==> src/rtl/router_synchronizer.sv <==
// Control glue between the router FSM and its three output FIFOs: destination address latch,
// write-enable decode, full-flag mux, valid generation and per-port read-timeout soft resets.
module router_synchronizer (
  input  logic       detect_addr,
  input  logic [1:0] data_in,
  input  logic       write_enb_reg,
  input  logic       clk,
  input  logic       resetn,
  input  logic       read_enb_0,
  input  logic       read_enb_1,
  input  logic       read_enb_2,
  input  logic       empty_0,
  input  logic       empty_1,
  input  logic       empty_2,
  input  logic       full_0,
  input  logic       full_1,
  input  logic       full_2,
  output logic       vld_out_0,
  output logic       vld_out_1,
  output logic       vld_out_2,
  output logic [2:0] write_enb,
  output logic       soft_reset_0,
  output logic       soft_reset_1,
  output logic       soft_reset_2,
  output logic       fifo_full
);

  // Counter value on the 30th consecutive stalled edge.
  localparam logic [4:0] CntLast = 5'd29;

  logic [1:0] addr_q;
  logic [2:0] vld;
  logic [2:0] rd;
  logic [2:0] soft_q;
  logic [4:0] cnt_q [3];

  always_ff @(posedge clk) begin
    if (!resetn) begin
      addr_q <= 2'b00;
    end else if (detect_addr) begin
      addr_q <= data_in;
    end
  end

  // Address 11 is a null destination: nothing written, never reported full.
  always_comb begin
    write_enb = 3'b000;
    fifo_full = 1'b0;
    case (addr_q)
      2'b00: begin
        write_enb = {2'b00, write_enb_reg};
        fifo_full = full_0;
      end
      2'b01: begin
        write_enb = {1'b0, write_enb_reg, 1'b0};
        fifo_full = full_1;
      end
      2'b10: begin
        write_enb = {write_enb_reg, 2'b00};
        fifo_full = full_2;
      end
      default: begin
        write_enb = 3'b000;
        fifo_full = 1'b0;
      end
    endcase
  end

  assign vld = ~{empty_2, empty_1, empty_0};
  assign rd  = {read_enb_2, read_enb_1, read_enb_0};

  assign vld_out_0 = vld[0];
  assign vld_out_1 = vld[1];
  assign vld_out_2 = vld[2];

  always_ff @(posedge clk) begin
    for (int n = 0; n < 3; n++) begin
      if (!resetn) begin
        cnt_q[n]  <= 5'd0;
        soft_q[n] <= 1'b0;
      end else if (vld[n] && !rd[n]) begin
        if (cnt_q[n] == CntLast) begin
          cnt_q[n]  <= 5'd0;
          soft_q[n] <= 1'b1;
        end else begin
          cnt_q[n]  <= cnt_q[n] + 5'd1;
          soft_q[n] <= 1'b0;
        end
      end else begin
        cnt_q[n]  <= 5'd0;
        soft_q[n] <= 1'b0;
      end
    end
  end

  assign soft_reset_0 = soft_q[0];
  assign soft_reset_1 = soft_q[1];
  assign soft_reset_2 = soft_q[2];

endmodule

==> config.mk <==
export PLATFORM = sky130hd
export DESIGN_NAME = router_synchronizer
export DESIGN_NICKNAME = d
export VERILOG_FILES = /design/src/rtl/router_synchronizer.sv
export SDC_FILE = /design/constraint.sdc
export NUM_CORES = 1
export LEC_CHECK = 0
export CORE_MARGIN = 8
export CORE_UTILIZATION = 43
export DETAILED_ROUTE_END_ITERATION = 10
export HOLD_SLACK_MARGIN = 0.15
export MAX_ROUTING_LAYER = met4
export PLACE_DENSITY = 0.74
export SYNTH_ARGS = -nofsm -noshare
export SYNTH_HDL_FRONTEND = slang
export SYNTH_SLANG_ARGS = --single-unit
==> constraint.sdc <==
create_clock -name clk -period 1.25 [get_ports clk]
set_clock_uncertainty 0.05 [all_clocks]
set_input_delay 0.375 -clock clk [delete_from_list [all_inputs] [get_ports clk]]
set_output_delay 0.375 -clock clk [all_outputs]
set_load 0.01 [all_outputs]
Word-level counts from Yosys, hierarchy flattened
Memory sizes are Yosys's and may differ from the RTL's.
Index checks and enable logic that the tools add are counted.

storage, ports and cells
  input port bits = 15
  output and inout bits = 10
  flip-flop bits (word level) = 5
  memories = 1
  word-level logic and storage cells = 73
  memory bits (writable) = 15

memories
  name   words  width  rd ports  clocked after memory_dff  write ports  RTL line  RTL
  cnt_q  3      5      3         0                         3            35        logic [4:0] cnt_q [3];

cells by class
  add/sub/neg operators = 3
  equal/unequal tests = 5
  reductions and logical operators = 7
  bitwise operators = 10
  mux-type cells = 45

operators by type and width
  cell                                                                    number
  5-bit two-way mux                                                       9
  1-bit two-way mux                                                       34
  5-bit by 1-bit adder with 5-bit output (second input constant)          3
  5-bit equality test (second input constant)                             3
  1-bit bitwise OR                                                        9
  3-bit one-hot mux with 3 select lines                                   1
  1-bit logical AND                                                       3
  1-bit zero test                                                         3
  3-bit NOT                                                               1
  1-bit one-hot mux with 3 select lines                                   1
  2-bit by 1-bit equality test with 1-bit output (second input constant)  1
  2-bit equality test (second input constant)                             1
  2-bit zero test                                                         1

Depth between registers and ports, before layout
Gate-level depths: netlist (run 1).

  depth after elaboration = 8
  mapped depth = 5
  mapped depth without buffers = 5

Worst setup path after synthesis (run 1)
OpenSTA, ideal clock, no wires.

  path kind = reg2reg
  from = memory cnt_q[1][0]
  to = memory cnt_q[1][4], data pin
  arrival time = 0.914 ns
  period minus slack after synthesis = 1.220 ns
  setup slack = 0.030 ns
  buffers on the path = 0
  data required time = 0.944 ns
  library setup time = 0.256 ns
  cell stages (with the launch flop) = 5
  path through = edfxtp_1 -> ha_1 -> nand3_1 -> xor2_1 -> nor2_1

RTL lines
  what             RTL line
  start, declared  35

Worst setup path after layout (run 1)
  from = register addr_q[1]
  to = output write_enb[1]

on the way
  cells in the longest elaborated chain, start to end = 2
  elaborated cells on any way between the ends = 4
  classes of those cells = eq/ne: 2; mux: 1; reduce/logical: 1

ends and longest elaborated chain
  what                                         RTL line  RTL
  start, declared                              31        logic [1:0] addr_q;
  start signal, assigned                       41        addr_q <= data_in;
  2-bit equality test (tied with other cells)  49        case (addr_q)
  3-bit one-hot mux with 3 select lines (*)    49
  end, declared                                21        output logic [2:0] write_enb,

Mark *: on every way between the ends. The rest lies on a longest branch, timed or not.

==> results of run 1 <==
[metal layers]
metal	vias to the layer above	wire length, µm
met5	-	0
met4	0	52
met3	5	169
met2	32	1212
met1	378	1074
li1	410	-
[registers in the layout (all words and copies together), names as in the netlist]
name,flops
cnt_q,15
soft_q,3
addr_q,2
[kinds of logic (layout without fill, tap and decap cells)]
| family | Yosys count | count (layout) |
|---|---|---|
| buffers and inverters | 9 | 58 |
| XOR/XNOR | 9 | 9 |
| AND/OR/NAND/NOR | 37 | 37 |
| multiplexers | 3 | 3 |
| AO/OA/AOI/OAI | 1 | 1 |
| adder cells (fa/ha/maj) | 6 | 6 |
| flip-flops | 20 | 20 |
| other | 1 | 15 |
[how the worst max path moves through the flow]
stage	end	slack, ns
finish	write_enb[1]	-0.29
global route	write_enb[1]	-0.33
CTS	fifo_full	-0.27
detailed placement	write_enb[0]	-0.80
global placement	write_enb[0]	-0.76
floorplan	cnt_q[1][4]	0.03
[worst register-to-register path, delay by kind of cell (launching register included)]
kind	cells	cell delay (ns)
AND/OR/NAND/NOR	3	0.26
flip-flops	1	0.43
adder cells (fa/ha/maj)	1	0.16
buffers and inverters	2	0.25
[power by group through the flow]
stage / registers, W / logic [W] / clock network (W)
after floorplan: 0.000780 / 0.0000754 / 0
after global placement: 0.000784 / 0.000185 / 0
after detailed placement: 0.000786 / 0.000190 / 0
after CTS: 0.000776 / 0.000194 / 0.000336
after global routing: 0.000784 / 0.000254 / 0.000354
final: 0.000779 / 0.000234 / 0.000334
[repair_timing]
item / CTS / global route
setup endpoints to repair: 27 / 25
buffers inserted: 4 / 4
resized for setup: 69 / 24
endpoints found under the hold margin: 0 / 0
pin swaps: 15 / 4
[synthesized netlist by cell type (2+ instances only)]
master / number
nor2_1: 16
edfxtp_1: 15
inv_1: 9
ha_1: 6
nand3_1: 6
xor2_1: 6
dfxtp_1: 5
nand4_2: 5
mux2i_1: 3
nor4b_2: 3
xnor2_1: 3
nor2b_1: 2
[final cells by class]
class                   count  area share
multi-input cells          71      0.3823
inverters                   9     0.02044
clock buffers               4     0.01590
flip-flops and latches     20      0.3376
well taps                  28     0.02120
repair buffers             45      0.2226
[stage by stage]
step                worst slack (ns)  hold WS [ns]  power (W)
floorplan                    0.03048        0.3964  0.0008555
global placement             -0.7630        0.5220  0.0009690
detailed placement           -0.7953        0.5329  0.0009767
CTS                          -0.2721        0.3833   0.001305
global route                 -0.3265        0.3737   0.001393
finish                       -0.2922        0.3591   0.001347
==> flow_metrics.py, run 1 <==
metrics = {
    "outcome": {
        "violations": "setup timing",
        "status": "finished, violations left",
    },
    "synth": {
        "synth_top_family_by_area": "simple AND/OR/NAND/NOR gates",
        "synth_xor_area_frac": 0.07721,
        "synth_flop_cell": "edfxtp_1",
        "ys_warn_count": 0,
        "synthTopCellsByArea": "edfxtp_1, dfxtp_1, ha_1",
        "synth_cell_types": 19,
        "muxShareOfSynthArea": 0.02941,
        "yosysTopAreaCellShare": 0.4412,
        "syn_inst": 86,
        "synth-edff-count": 15,
        "syn_area_um2": 1021,
        "syn_area_per_cell_um2": 11.87,
        "async_flop_share": 0,
        "synth_area_leader_cell": "edfxtp_1",
        "ys_seq_area_frac": 0.5392,
        "synthSimpleGateAreaFrac": 0.2390,
        "ys_seq_elements": 20,
        "synthAdderAreaFrac": 0.07353,
        "synth_compound_area_frac": 0.004902,
    },
    "routing": {
        "drt_iter0_markers": 44,
        "drt_pass1_iterations": 4,
        "final_antenna_net_count": 0,
        "vias": 825,
        "drc_errors": 0,
        "postRouteWirelength_mm": 2.509,
        "wl_per_cell_um": 14.18,
        "via_per_inst": 4.661,
    },
    "critical_path": {
        "critPathRequiredTime_ns": 0.83,
        "rrSetupSlack_ns": -0.13,
        "cp_num_cells": 3,
        "cp_cell_sequence": "buf_4 -> and3b_1 -> buf_2",
        "r2r-end": "cnt_q[0][2]",
        "crit_type": "reg -> out",
        "crit_fanout": 5,
        "end_kind": "output pin",
        "path_delay_family": "flip-flops",
        "r2r-start": "cnt_q[0][1]",
        "start_kind": "flip-flop",
        "startpoint": "addr_q[1]",
        "cp.arrival_ns": 1.12,
        "rr_worst_depth": 6,
        "max_stage_delay_ns": 0.37,
        "path_buf_inv": 2,
        "crit_slowest_cell": "dfxtp_4",
    },
    "sta": {
        "slew_violations": 0,
        "hold_violations": 0,
        "setup_viol": 16,
        "fmax_mhz": 648.4,
        "setup_tns_ns": -1.811,
        "worst_slack_ns": -0.2922,
        "finalCritPeriodShare": 1.234,
        "rsz0062_at_grt": "true",
        "period_minus_slack_ns": 1.542,
    },
    "clock_network": {
        "clk_pin_slew_ns": 0.11,
        "htreeDepth": 1,
        "clock_path_buffers": 2,
        "clkSinkCount": 20,
        "cts-root-buf": "clkbuf_4",
        "tritoncts": "yes",
        "cts_hold_buf": 0,
        "clk_latency_ns": 0.31,
        "numCtsBuffers": 3,
    },
    "power": {
        "switching_share": 0.2586,
        "cellPowerDensity_nw_per_um2": 815.0,
        "p_clk_frac": 0.248,
        "combPwrFrac": 0.174,
        "p_leak_nw": 0.6907,
        "pwr-share-seq": 0.578,
        "power_switching_w": 0.0003483,
        "ir_drop_v": 0.0008337,
        "p_int_w": 0.0009987,
    },
    "global_routing": {
        "grtUsageMet3": 0.04639,
        "grt_pass1_vias": 814,
        "use_met1": 0.1272,
        "grt_pass1_wl_mm": 3.732,
        "grt_max_degree": 12,
        "top_usage_layer": "met2",
        "antenna_found_initial": 0,
        "grt.total_usage": 0.1176,
        "grt_util_met2": 0.1801,
        "overflow": 0,
    },
    "floorplanning": {
        "fp.coreArea_um2": 2233,
        "core.rowCount": 17,
        "die_h_um": 64.73,
        "io-pin-count": 25,
        "initial_utilization": 0.4571,
        "die_area_um2": 4189,
        "die_w_um": 64.73,
    },
    "layout": {
        "fin_area_um2": 1653,
        "fill_cells": 145,
        "drive_gt1_frac": 0.4631,
        "post-route-util": 0.7401,
        "layout.nets": 171,
        "regArea_um2": 558.0,
        "final_cell_count_no_fill": 177,
        "multi_input_area_um2": 631.9,
        "layout_commonest_cell": "buf_4",
        "areaGrowthSynthToFinish_pct": 61.89,
        "n_antenna_cell": 0,
        "final_cell_mix": "buf_4, edfxtp_1, conb_1",
    },
    "placed_design": {
        "port_buffers": 24,
        "hpwl_mm": 1.640,
        "place_congestion": 0.7909,
        "dpl.cell_count": 165,
        "placed_area_um2": 1446,
    },
    "min_path": {
        "min_to": "soft_q[2]",
        "hold_class": "in -> reg",
        "min_from": "empty_2",
        "whs_path_depth": 3,
    },
    "flow_run": {
        "maxCapViolations": 0,
    },
}
Power figures use the tool's default switching activity.
==> inputs of run 2 (changes only) <==
--- a/config.mk
+++ b/config.mk
@@ -6,11 +6,11 @@
 export NUM_CORES = 1
 export LEC_CHECK = 0
 export CORE_MARGIN = 8
-export CORE_UTILIZATION = 43
+export CORE_UTILIZATION = 45
 export DETAILED_ROUTE_END_ITERATION = 10
+export DONT_BUFFER_PORTS = 1
 export HOLD_SLACK_MARGIN = 0.15
 export MAX_ROUTING_LAYER = met4
-export PLACE_DENSITY = 0.74
 export SYNTH_ARGS = -nofsm -noshare
 export SYNTH_HDL_FRONTEND = slang
 export SYNTH_SLANG_ARGS = --single-unit
==> flow_metrics.py, run 2 (synthesis gave the netlist of run 1 again) <==
metrics = {
    "routing": {
        "routed-wl-met2_mm": 1.061,
        "wl_met3_um": 149,
        "drc_errors": 0,
        "drt_pass1_iterations": 4,
        "vias": 715,
        "postRouteWirelength_mm": 2.058,
        "highest_layer": "met4",
        "via_per_inst": 4.799,
        "drt_iter0_markers": 18,
        "wl_met1_um": 835,
        "wl_per_cell_um": 13.81,
        "final_antenna_net_count": 0,
    },
    "layout": {
        "largest_register_ffs": 15,
        "fin_area_um2": 1469,
        "areaGrowthSynthToFinish_pct": 43.87,
        "final_cell_count_no_fill": 149,
        "largestRegisters": "cnt_q: 15 flops, soft_q: 3 flops, addr_q: 2 flops",
        "final_cell_mix": "edfxtp_1, conb_1, nor2_2, inv_1, dlygate4sd3_1",
        "drive_gt1_frac": 0.3884,
        "post-route-util": 0.6770,
        "n_antenna_cell": 0,
        "top_register": "cnt_q",
        "layout.nets": 143,
    },
    "clock_network": {
        "clkSinkCount": 20,
        "tritoncts": "yes",
        "numCtsBuffers": 3,
        "clock_path_buffers": 2,
        "htreeDepth": 1,
        "clk_latency_ns": 0.30,
        "clk_pin_slew_ns": 0.11,
        "cts-root-buf": "clkbuf_4",
    },
    "sta": {
        "fmax_mhz": 665.5,
        "hold_violations": 0,
        "setup_tns_ns": -1.795,
        "whs_ns": 0.1743,
        "period_minus_slack_ns": 1.503,
        "setup_viol": 20,
        "worst_slack_ns": -0.2526,
        "finalCritPeriodShare": 1.202,
        "slew_violations": 0,
        "rsz0062_at_grt": "true",
    },
    "power": {
        "power_switching_w": 0.0003142,
        "switching_share": 0.2379,
        "combPwrFrac": 0.128,
        "pwr-share-seq": 0.589,
        "p_clk_frac": 0.284,
        "cellPowerDensity_nw_per_um2": 899.2,
        "ir_drop_v": 0.0006121,
        "p_int_w": 0.001007,
        "p_leak_nw": 0.5704,
    },
    "global_routing": {
        "grt.total_usage": 0.1029,
        "antenna_found_initial": 0,
        "grt_pass1_wl_mm": 3.325,
        "grt_pass1_vias": 755,
        "overflow": 0,
        "grt_max_degree": 12,
    },
    "critical_path": {
        "crit_type": "reg -> out",
        "rr_worst_depth": 5,
        "cp.arrival_ns": 1.08,
        "rrSetupSlack_ns": -0.09,
        "start_kind": "flip-flop",
        "critPathRequiredTime_ns": 0.83,
        "max_stage_delay_ns": 0.38,
        "r2r-start": "cnt_q[1][1]",
        "path_buf_inv": 1,
        "cp_cell_sequence": "mux2i_1 -> o21ai_1 -> buf_4",
        "end_kind": "output pin",
        "startpoint": "addr_q[1]",
        "crit_slowest_cell": "dfxtp_4",
        "crit_fanout": 4,
        "r2r-end": "cnt_q[1][1]",
        "crit_path_end": "fifo_full",
        "cp_num_cells": 3,
        "path_delay_family": "flip-flops",
    },
    "outcome": {
        "status": "finished, violations left",
        "violations": "setup timing",
    },
    "floorplanning": {
        "initial_utilization": 0.4706,
        "die_h_um": 63.63,
        "io-pin-count": 25,
        "fp.coreArea_um2": 2170,
        "core.rowCount": 17,
        "die_w_um": 63.63,
        "die_area_um2": 4049,
    },
    "placed_design": {
        "place_congestion": 0.7573,
        "placed_area_um2": 1154,
        "dpl.cell_count": 134,
        "port_buffers": 0,
        "hpwl_mm": 1.374,
    },
    "min_path": {
        "hold_class": "in -> reg",
    },
    "flow_run": {
        "maxCapViolations": 0,
    },
}
-- run 2: cell count changes in the layout (fill, tap and decap cells not counted), sizes merged --
cell	change
clkdlybuf4s50	-6
clkdlybuf4s15	-2
buf	-22
dlygate4sd3	+8
dlygate4sd2	-6
-- run 2: how the worst min path moves through the flow --
stage / slack, ns / depth (start not counted) / from / endpoint
2_1_floorplan: 0.40 / 1 / empty_0 / soft_q[0]
3_3_place_gp: 0.40 / 1 / empty_0 / soft_q[0]
3_5_place_dp: 0.40 / 1 / empty_0 / soft_q[0]
4_1_cts: 0.18 / 1 / resetn / soft_q[0]
5_1_grt: 0.15 / 1 / resetn / soft_q[1]
6_report: 0.17 / 1 / resetn / soft_q[1]
-- run 2: repair_timing --
| action | CTS | global route |
|---|---|---|
| endpoints found under the hold margin | 5 | 2 |
| hold buffers | 7 | 1 |
| pin swaps | 12 | 6 |
| setup endpoints to repair | 20 | 22 |
| setup buffers | 0 | 4 |
| resized for setup | 18 | 25 |
-- run 2: power groups by stage --
stage / sequential, W / clock (W) / combinational [W]
detailed placement: 0.000786 / 0 / 0.000101
finish: 0.000777 / 0.000374 / 0.000169
CTS: 0.000774 / 0.000391 / 0.000132
floorplan: 0.000780 / 0 / 0.0000754
global placement: 0.000785 / 0 / 0.0000993
global route: 0.000782 / 0.000413 / 0.000187
-- run 2: routing by layer --
layer	GRT usage	up-vias
met4	0.01671	0
met3	0.04947	2
met5	-	-
met2	0.1724	23
met1	0.1094	337
li1	-	353
-- run 2: stage by stage --
| step | total power (W) | setup WS, ns |
|---|---|---|
| floorplan | 0.0008555 | 0.03048 |
| global placement | 0.0008840 | -0.04544 |
| detailed placement | 0.0008876 | -0.05376 |
| CTS | 0.001297 | -0.2857 |
| global route | 0.001383 | -0.3219 |
| finish | 0.001321 | -0.2526 |
-- run 2: area by class of cell --
type | instances | area [µm²]
Fill cell | 165 | 700.7
Multi-Input combinational cell | 71 | 650.6
Sequential cell | 20 | 558.0
Tap cell | 28 | 35.03
Clock buffer | 4 | 36.28
Inverter | 9 | 33.78
Timing Repair Buffer | 17 | 155.1
